[config.mk]
export PLATFORM = sky130hd
export DESIGN_NAME = octave_downsample
export DESIGN_NICKNAME = d
export VERILOG_FILES = /design/src/rtl/octave_downsample.sv
export SDC_FILE = /design/constraint.sdc
export NUM_CORES = 1
export LEC_CHECK = 0
export BUFFER_PORTS_ARGS = -buffer_cell sky130_fd_sc_hd__buf_2
export CAP_MARGIN = 25
export CORE_MARGIN = 5
export CORE_UTILIZATION = 40
export DETAILED_ROUTE_END_ITERATION = 8
export PLACE_DENSITY = 0.66
export REMOVE_ABC_BUFFERS = 1
export SYNTH_ARGS = -nofsm -noshare
export SYNTH_HDL_FRONTEND = slang
export SYNTH_SLANG_ARGS = --single-unit
[constraint.sdc]
create_clock -name clk -period 4.1 [get_ports clk]
set_input_delay 0.82 -clock clk [delete_from_list [all_inputs] [get_ports clk]]
set_output_delay 0.82 -clock clk [all_outputs]
set_load 0.01 [all_outputs]
[src/rtl/octave_downsample.sv]
// 2:1 x/y decimator between octave filter banks: keeps even-column/even-row samples
// of one Gaussian plane and emits the four signed Difference-of-Gaussian planes alongside.
module octave_downsample #(
  parameter int dataW    = 8,
  parameter int frameW   = 640,
  parameter int frameH   = 480,
  parameter int scaleSel = 2
) (
  input  logic                   clk,
  input  logic                   rst_n,
  input  logic                   en,
  input  logic                   frameStart,
  input  logic [5*dataW-1:0]     dataIn,
  output logic                   outEn,
  output logic                   outFrameStart,
  output logic [dataW-1:0]       dataOut,
  output logic [4*(dataW+1)-1:0] dogOut
);

  localparam int COL_W = (frameW > 1) ? $clog2(frameW) : 1;
  localparam int ROW_W = (frameH > 1) ? $clog2(frameH) : 1;
  localparam logic [COL_W-1:0] COL_LAST = COL_W'(frameW - 1);
  localparam logic [ROW_W-1:0] ROW_LAST = ROW_W'(frameH - 1);

  logic [COL_W-1:0] col, col_next, cur_col;
  logic [ROW_W-1:0] row, row_next, cur_row;
  // Set once a frame boundary has been seen (explicit frameStart or a full-frame wrap);
  // until then the post-reset origin is only assumed, so it is not flagged as a frame start.
  logic             synced, synced_next;
  logic             keep, at_origin;
  logic [4*(dataW+1)-1:0] dog;

  // NOTE: every signal driven here gets a default first, so no path can leave one
  // unassigned and infer a latch.
  always_comb begin
    cur_col     = frameStart ? '0 : col;
    cur_row     = frameStart ? '0 : row;
    col_next    = col;
    row_next    = row;
    synced_next = synced;
    at_origin   = (cur_col == '0) && (cur_row == '0);
    keep        = en && !cur_col[0] && !cur_row[0];

    if (en) begin
      if (frameStart) synced_next = 1'b1;
      if (cur_col == COL_LAST) begin
        col_next = '0;
        if (cur_row == ROW_LAST) begin
          row_next    = '0;
          synced_next = 1'b1;
        end else begin
          row_next = cur_row + 1'b1;
        end
      end else begin
        col_next = cur_col + 1'b1;
        row_next = cur_row;
      end
    end
  end

  // Zero-extended subtraction: field k = plane k+1 - plane k, no saturation.
  always_comb begin
    dog = '0;
    for (int k = 0; k < 4; k++) begin
      dog[k*(dataW+1) +: dataW+1] = {1'b0, dataIn[(k+1)*dataW +: dataW]}
                                  - {1'b0, dataIn[k*dataW +: dataW]};
    end
  end

  // NOTE: sequential state uses non-blocking assignments so every register samples
  // the pre-edge values, independent of statement order.
  always_ff @(posedge clk or negedge rst_n) begin
    if (!rst_n) begin
      col           <= '0;
      row           <= '0;
      synced        <= 1'b0;
      outEn         <= 1'b0;
      outFrameStart <= 1'b0;
      dataOut       <= '0;
      dogOut        <= '0;
    end else begin
      col           <= col_next;
      row           <= row_next;
      synced        <= synced_next;
      outEn         <= keep;
      outFrameStart <= keep && at_origin && (frameStart || synced);
      if (keep) begin
        dataOut <= dataIn[scaleSel*dataW +: dataW];
        dogOut  <= dog;
      end
    end
  end

endmodule

==> flow_summary.ini, run 1 <==
[worst_setup_path]
timing.rr.start = col[1]
endpoint_kind = register
startpoint_type = input port
crit_path_max_fanout = 24
crit_arrival_ns = 2.90
regToRegSetupSlack_ns = 1.97
startpoint = frameStart
path_class = input port to register
r2r_cells = 8
r2r_end = row[7]
crit_end = row[1]
cp.required_ns = 4.30

[routing]
wirelength_mm = 9.93
firstDrtPassIters = 5
vias_per_cell = 5.28
wl_per_cell_um = 13.9
drc_errors = 0
vias = 3776
drt_iter0_drc = 222
postRouteAntennaNets = 0

[die]
core_um2 = 10300
initial_core_util = 0.409
dieArea_um2 = 12700
die_h_um = 113
num_rows = 37
die_x_um = 113
io_pins = 90

[clocking]
cts_made_buffers = 9
postCtsHoldBufs = 0
root_buffer = clkbuf_8
clk_latency_ns = 0.34
tritoncts = built
cts_setup_buffers = 0
cts_resized = 0
htreeDepth = 3
clkSinkCount = 66
path_clk_slew_ns = 0.07
cts_buffer_depth = 2

[yosys]
ys.flop_type = dfrtp_1
ys_ff_latch = 66
syn_area_um2 = 4210
synth.distinct_cells = 46
synth_seq_area_share = 0.393
synth_warnings = 0
yosys-top-cells-area = dfrtp_1 (39%), ha_1 (10%), nand2_1 (5.4%), inv_1 (5.3%), o31ai_1 (4.6%)
yosysTopAreaCell = dfrtp_1
postSynthAreaPerCell_um2 = 8.64
async_reset_ff_frac = 1.00
yosysTopAreaCellShare = 0.393
netlist_instances = 487
synth_edf_count = 0

[worst_hold_path]
min_path_type = register to register

[layout]
final_layout_size_suffix_gt1_frac = 0.193
area_growth_pct = 18.6
fin_nets = 657
diodes = 0
postLayoutCoreUtil = 0.485
final_area_um2 = 4990

[timing]
slew_viol_final = 0
fmax_mhz = 370
relSlewSlack = 0.441
rsz0062_at_grt = no
fin_skew_ns = 0.00918
min_period_over_period = 0.660
layout_min_cycle_time_ns = 2.70
setup_viol = 0
worstMarginPinSlew_ns = 0.838
hold_violations = 0

[grt]
grt_overflow_total = 0
grt_max_degree = 67
grt_usage = 0.161
grt_pass1_wl_mm = 16.7
grt_antenna_before_repair = 1
grt_pass1_vias = 3584

[power_and_ir_drop]
ir_drop_mv = 0.166
pwr_density_cell_nw_per_um2 = 388
leakage_nw = 2.50

[run]
max_cap_viol_count = 0

[status]
status = complete, no violations

[place]
portBuffers = 89
place.gp.congestion = 0.831
dpl-instance-area_um2 = 4780
dp_hpwl_mm = 7.47
[critical path: stages]
cell	delay (ns)
buf_2	0.40
inv_1	0.19
nand2_1	0.14
inv_1	0.05
ha_1	0.22
and3_1	0.24
and4_1	0.31
and2_1	0.25
a31oi_1	0.18
o22ai_1	0.10
[state kept, by name, summed over array words and instances, names as in the netlist]
name,flops
col,10
dataOut,8
dogOut,36
outEn,1
outFrameStart,1
row,9
synced,1
[worst min path at each step]
stage	from	end	slack, ns	cells after the start
final	synced	synced	0.47	1
after global routing	synced	synced	0.49	1
after CTS	synced	synced	0.47	1
after detailed placement	synced	synced	0.45	1
after global placement	synced	synced	0.44	1
after floorplan	synced	synced	0.42	1
[kinds of logic after synthesis]
| family | after synthesis | synth area share |
|---|---|---|
| DFF | 66 | 0.393 |
| and+or+nand+nor | 159 | 0.190 |
| adders and majority gates | 38 | 0.120 |
| muxes | 2 | 0.00505 |
| buffers and inverters | 75 | 0.0702 |
| AOI/OAI and AO/OA | 143 | 0.214 |
| xor gates and xnor gates | 4 | 0.00833 |
[metrics by stage]
| stage | setup WS, ns | std cells | hold slack, ns | power [mW] | TNS (ns) |
|---|---|---|---|---|---|
| after floorplan | -0.0796 | 471 | 0.420 | 1.19 | -0.344 |
| after global routing | 1.21 | 715 | 0.491 | 2.08 | 0 |
| after CTS | 1.43 | 714 | 0.469 | 1.96 | 0 |
| after global placement | 1.13 | 699 | 0.444 | 1.40 | 0 |
| after detailed placement | 1.07 | 699 | 0.454 | 1.42 | 0 |
| final | 1.40 | 715 | 0.471 | 1.94 | 0 |
[layout make-up]
| class | instances | area (µm²) |
|---|---|---|
| fillers | 1044 | 5290 |
| multi-input cells | 346 | 2270 |
| well taps | 136 | 170 |
| clock inverters | 3 | 40.0 |
| repair buffers | 93 | 488 |
| flip-flops and latches | 66 | 1650 |
| clock buffers | 12 | 145 |
| inverters | 59 | 221 |
[layer usage]
metal / routed length [µm] / track usage
met5: 7 / 0
met4: 98 / 0.0393
met3: 914 / 0.0598
met2: 4670 / 0.254
met1: 4240 / 0.209
[cells in the final DEF, fill, tap and decap left out, types with 2 or more instances in the layout]
| cell | netlist | routed |
|---|---|---|
| buf_4 | 0 | 3 |
| nand2b_1 | 12 | 12 |
| o41ai_1 | 2 | 2 |
| o211ai_1 | 4 | 4 |
| fa_1 | 4 | 4 |
| nand3_1 | 13 | 13 |
| a31oi_1 | 7 | 7 |
| and3_1 | 7 | 7 |
| ha_1 | 34 | 34 |
| o22ai_1 | 10 | 10 |
| or3_1 | 4 | 4 |
| nand2_1 | 61 | 61 |
| o21a_1 | 16 | 16 |
| and4_1 | 5 | 5 |
| dfrtp_1 | 66 | 66 |
| nor2_1 | 27 | 27 |
| and2_1 | 2 | 2 |
| o21ai_0 | 38 | 38 |
| clkinv_2 | 0 | 2 |
| a21oi_1 | 25 | 25 |
| clkbuf_8 | 0 | 10 |
| clkbuf_1 | 9 | 2 |
| nor4_1 | 5 | 5 |
| inv_1 | 59 | 59 |
| o31ai_1 | 26 | 26 |
| nor3_1 | 11 | 11 |
| buf_2 | 5 | 89 |
| xor2_1 | 4 | 4 |
| nor2b_1 | 4 | 4 |
| a211oi_1 | 8 | 8 |
[power by group]
part           internal [mW]  switching [mW]  leakage (nW)  total [mW]
sequential             0.766          0.0818         0.825       0.848
combinational          0.239           0.315          1.58       0.554
clock                  0.293           0.241        0.0962       0.534
total                   1.30           0.638          2.50        1.94
[cells in the mapped netlist, drive strengths merged, types with 5 or more instances]
cell type / count
a211oi: 8
a21oi: 25
a31oi: 7
and3: 7
and4: 6
buf: 7
clkbuf: 9
dfrtp: 66
ha: 34
inv: 59
nand2: 61
nand2b: 12
nand3: 13
nor2: 27
nor3: 12
nor4: 5
o21a: 16
o21ai: 39
o22ai: 10
o31ai: 26
Power figures use the tool's default switching activity.
==> run 2, diff against run 1 <==
==> constraint.sdc (replaced) <==
create_clock -name clk -period 2.5 [get_ports clk]
set_input_delay 0.5 -clock clk [delete_from_list [all_inputs] [get_ports clk]]
set_output_delay 0.5 -clock clk [all_outputs]
set_load 0.01 [all_outputs]
==> flow_summary.ini, run 2 (synthesis gave the netlist of run 1 again) <==
[timing]
layout_min_cycle_time_ns = 2.11
hold_violations = 0
rsz0062_at_grt = no
fin_skew_ns = 0.0129
min_period_over_period = 0.846
fin_setup_tns_ns = 0
setup_viol = 0
slew_viol_final = 0
fmax_mhz = 473
worstMarginPinSlew_ns = 0.595
relSlewSlack = 0.602
hold_ws_ns = 0.0127

[status]
status = complete, no violations

[worst_setup_path]
regToRegSetupSlack_ns = 0.39
slowest_delay_ns = 0.47
startpoint = col[0]
timing.rr.start = col[0]
crit_family = simple AND/OR/NAND/NOR gates
cp.required_ns = 2.78
startpoint_type = register
crit_arrival_ns = 2.39
cp.depth = 8
crit_slowest_cell = and4_1
path_class = register to register
crit_chain = nand2_1, inv_1, ha_1, and3_1, and4_1, and4_4, a21oi_1, a31oi_1
r2r_cells = 8
crit_end = row[7]
endpoint_kind = register
crit_path_max_fanout = 11
r2r_end = row[7]
crit_buf_inv = 1

[die]
num_rows = 37
initial_core_util = 0.409
io_pins = 90
dieArea_um2 = 12700
die_x_um = 113
die_h_um = 113
core_um2 = 10300

[layout]
top_register = dogOut
fin_nets = 660
postLayoutCoreUtil = 0.499
largest_register_ffs = 36
mostFrequentLayoutCells = buf_2 (89), dfrtp_1 (66), nand2_1 (61), inv_1 (59), o21ai_0 (38)
reg_top3 = dogOut (36), col (10), row (9)
layout_commonest_cell = buf_2
final_area_um2 = 5130
area_growth_pct = 21.9
final_layout_size_suffix_gt1_frac = 0.202
diodes = 0

[clocking]
root_buffer = clkbuf_8
postCtsHoldBufs = 0
path_clk_slew_ns = 0.08
clk_latency_ns = 0.35
cts_setup_buffers = 0
cts_resized = 0
cts_made_buffers = 9
cts_buffer_depth = 2
htreeDepth = 3
clkSinkCount = 66
tritoncts = built

[place]
dpl-instance-area_um2 = 4840
dp_hpwl_mm = 7.76
place.gp.congestion = 0.811
portBuffers = 89

[routing]
firstDrtPassIters = 4
drt-met1-wl_mm = 4.48
drt_iter0_drc = 178
postRouteAntennaNets = 0
route.met3.wl_um = 719
vias = 3764
wirelength_mm = 10.2
wl_met2_mm = 4.73
drc_errors = 0
maxUsedRoutingLayer = met5
wl_per_cell_um = 14.1
vias_per_cell = 5.24

[worst_hold_path]
min_path_type = input port to asynchronous set/reset pin

[power_and_ir_drop]
leakage_nw = 2.56
pwr_density_cell_nw_per_um2 = 704
ir_drop_mv = 0.308
power.total_mw = 3.61

[grt]
grt_max_degree = 58
grt_pass1_vias = 3687
grt_antenna_before_repair = 1
grt_usage = 0.166
grt_overflow_total = 0
grt_pass1_wl_mm = 17.3

[run]
max_cap_viol_count = 0
[run 2: changes by cell type in the layout (fill, tap and decap cells not counted), sizes merged]
cell and change:
buf +3, bufinv +4, clkbuf -3, clkinv -2
clkinvlp +2
[run 2: worst min-delay path by stage]
stage	start	endpoint	slack, ns	depth (start not counted)
4_1_cts	rst_n	outFrameStart	0.005	1
6_report	rst_n	outFrameStart	0.01	1
3_3_place_gp	rst_n	col[5]	0.40	1
5_1_grt	rst_n	outFrameStart	0.02	1
2_1_floorplan	rst_n	col[0]	0.20	0
3_5_place_dp	rst_n	col[5]	0.40	1
[run 2: area by class of cell]
cell class                 count  area, µm²
multi-input combinational    346       2270
fill                        1036       5150
tap                          136        170
sequential                    66       1650
clock buffer                   9        124
inverter                      59        221
timing repair buffer          96        523
clock inverter                 7        165
[run 2: worst reg2reg max path, stage by stage (launching register included)]
cell     delay, ns
dfrtp_1       0.42
nand2_1       0.11
inv_1         0.07
ha_1          0.20
and3_1        0.23
and4_1        0.47
and4_4        0.32
a21oi_1       0.07
a31oi_1       0.15
[run 2: metal layers]
metal  track usage  vias to the layer above
met1         0.204                     1747
met2         0.271                       93
met5             0                        -
li1              -                     1905
met4        0.0641                        2
met3        0.0523                       17
[run 2: power by group]
| part | leakage, nW | internal (mW) | switching (mW) |
|---|---|---|---|
| Clock | 0.136 | 0.864 | 0.444 |
| Combinational | 1.60 | 0.396 | 0.516 |
| Sequential | 0.825 | 1.26 | 0.135 |
[run 2: stage by stage]
stage | std cells | worst slack (ns)
after detailed placement | 703 | 0.0927
after CTS | 719 | 0.389
after global routing | 719 | 0.216
final | 719 | 0.386
after floorplan | 471 | -1.36
after global placement | 703 | 0.200
==> run 3, diff against run 2 <==
==> constraint.sdc (replaced) <==
create_clock -name clk -period 2.1 [get_ports clk]
set_input_delay 0.42 -clock clk [delete_from_list [all_inputs] [get_ports clk]]
set_output_delay 0.42 -clock clk [all_outputs]
set_load 0.01 [all_outputs]
==> flow_summary.ini, run 3 (synthesis gave the netlist of run 1 again) <==
[grt]
grt_antenna_before_repair = 0
grt_pass1_wl_mm = 17.6
grt_usage = 0.171
grt_overflow_total = 0
grt_max_degree = 47
grt_pass1_vias = 3802

[layout]
diodes = 0
fillers = 1002
fin_nets = 672
largest_register_ffs = 36
top_register = dogOut
layout_commonest_cell = buf_2
mostFrequentLayoutCells = buf_2 (89), dfrtp_1 (66), nand2_1 (61), inv_1 (59), o21ai_0 (38)
final_area_um2 = 5130
reg_top3 = dogOut (36), col (10), row (9)
area_growth_pct = 21.9
final_layout_size_suffix_gt1_frac = 0.215

[timing]
fin_skew_ns = 0.00907
slew_viol_final = 0
setup_viol = 0
layout_min_cycle_time_ns = 1.91
worstMarginPinSlew_ns = 0.444
min_period_over_period = 0.908
fmax_mhz = 524
fin_setup_tns_ns = 0
relSlewSlack = 0.702
rsz0062_at_grt = no
hold_violations = 0

[routing]
vias = 3859
firstDrtPassIters = 4
wirelength_mm = 10.5
wl_per_cell_um = 14.4
drc_errors = 0
vias_per_cell = 5.29
postRouteAntennaNets = 0
drt_iter0_drc = 169

[worst_setup_path]
r2r_end = col[9]
crit_buf_inv = 2
r2r_cells = 9
crit_slowest_cell = dfrtp_1
path_class = register to register
startpoint_type = register
cp.required_ns = 2.33
endpoint_kind = register
crit_path_max_fanout = 9
slowest_delay_ns = 0.38
timing.rr.start = col[1]
cp.depth = 9
crit_arrival_ns = 2.13
crit_chain = inv_1, nor2_1, ha_1, and3_1, and4_2, buf_4, nor3_1, a31oi_1, o22ai_1
crit_family = simple AND/OR/NAND/NOR gates
regToRegSetupSlack_ns = 0.19

[die]
dieArea_um2 = 12700
core_um2 = 10300
num_rows = 37
die_x_um = 113
die_h_um = 113
io_pins = 90
initial_core_util = 0.409

[power_and_ir_drop]
p_int_mw = 2.56
seq_power_share = 0.432
leakage_nw = 2.59
ir_drop_mv = 0.386
power_frac_comb = 0.291
pwr_density_cell_nw_per_um2 = 749
swShare = 0.334
clkPwrFrac = 0.277
switching_power_mw = 1.28

[place]
dpl-instance-area_um2 = 4940
dp_hpwl_mm = 8.16
place.gp.congestion = 0.848
portBuffers = 89

[clocking]
htreeDepth = 3
root_buffer = clkbuf_8
clkSinkCount = 66
cts_buffer_depth = 2
clk_latency_ns = 0.35
cts_made_buffers = 9
tritoncts = built
path_clk_slew_ns = 0.08
postCtsHoldBufs = 0

[status]
status = complete, no violations

[worst_hold_path]
min_path_type = input port to asynchronous set/reset pin

[run]
max_cap_viol_count = 0
[run 3: what timing repair did]
action,4_1_cts,5_1_grt
setup endpoints to repair,0,4
resized for setup,0,1
buffers inserted,0,0
[run 3: worst max-delay path by stage]
| stage | startpoint | end | slack (ns) |
|---|---|---|---|
| after detailed placement | frameStart | col[9] | -0.0006 |
| after global placement | dataIn[16] | dogOut[17] | 0.07 |
| after floorplan | row[0] | dogOut[13] | -1.72 |
| after global routing | col[1] | row[7] | 0.04 |
| final | col[1] | col[9] | 0.19 |
| after CTS | col[1] | row[7] | 0.13 |
[run 3: stage by stage]
| step | utilization | setup slack (ns) | std cells | hold slack (ns) | power [mW] |
|---|---|---|---|---|---|
| 2_1_floorplan | - | -1.72 | 471 | 0.124 | 2.32 |
| 3_3_place_gp | 0.481 | 0.0698 | 715 | 0.416 | 2.78 |
| 3_5_place_dp | 0.481 | -0.000615 | 715 | 0.420 | 2.81 |
| 4_1_cts | 0.499 | 0.131 | 730 | 0.0279 | 3.90 |
| 5_1_grt | 0.499 | 0.0353 | 730 | 0.0355 | 4.12 |
| 6_report | 0.499 | 0.192 | 730 | 0.0392 | 3.84 |
[run 3: final cells by class]
cell class	count	area (µm²)	area share
Clock inverter	3	40.0	0.00781
Timing Repair Buffer	108	626	0.122
Sequential cell	66	1650	0.322
Inverter	59	221	0.0432
Tap cell	136	170	0.0332
Multi-Input combinational cell	346	2270	0.443
Clock buffer	12	145	0.0283
[run 3: power groups by stage]
stage | registers (mW) | logic (mW) | clock network (mW)
after floorplan | 1.74 | 0.580 | 0
after global placement | 1.67 | 1.11 | 0
after detailed placement | 1.68 | 1.14 | 0
after CTS | 1.66 | 1.14 | 1.11
after global routing | 1.69 | 1.27 | 1.16
final | 1.66 | 1.12 | 1.06
[run 3: metal layers]
metal | up-vias | wire [µm] | track usage
met3 | 12 | 841 | 0.0593
met4 | 0 | 176 | 0.0657
met5 | - | 0 | 0
met1 | 1817 | 4490 | 0.209
li1 | 1933 | - | -
met2 | 97 | 4980 | 0.278
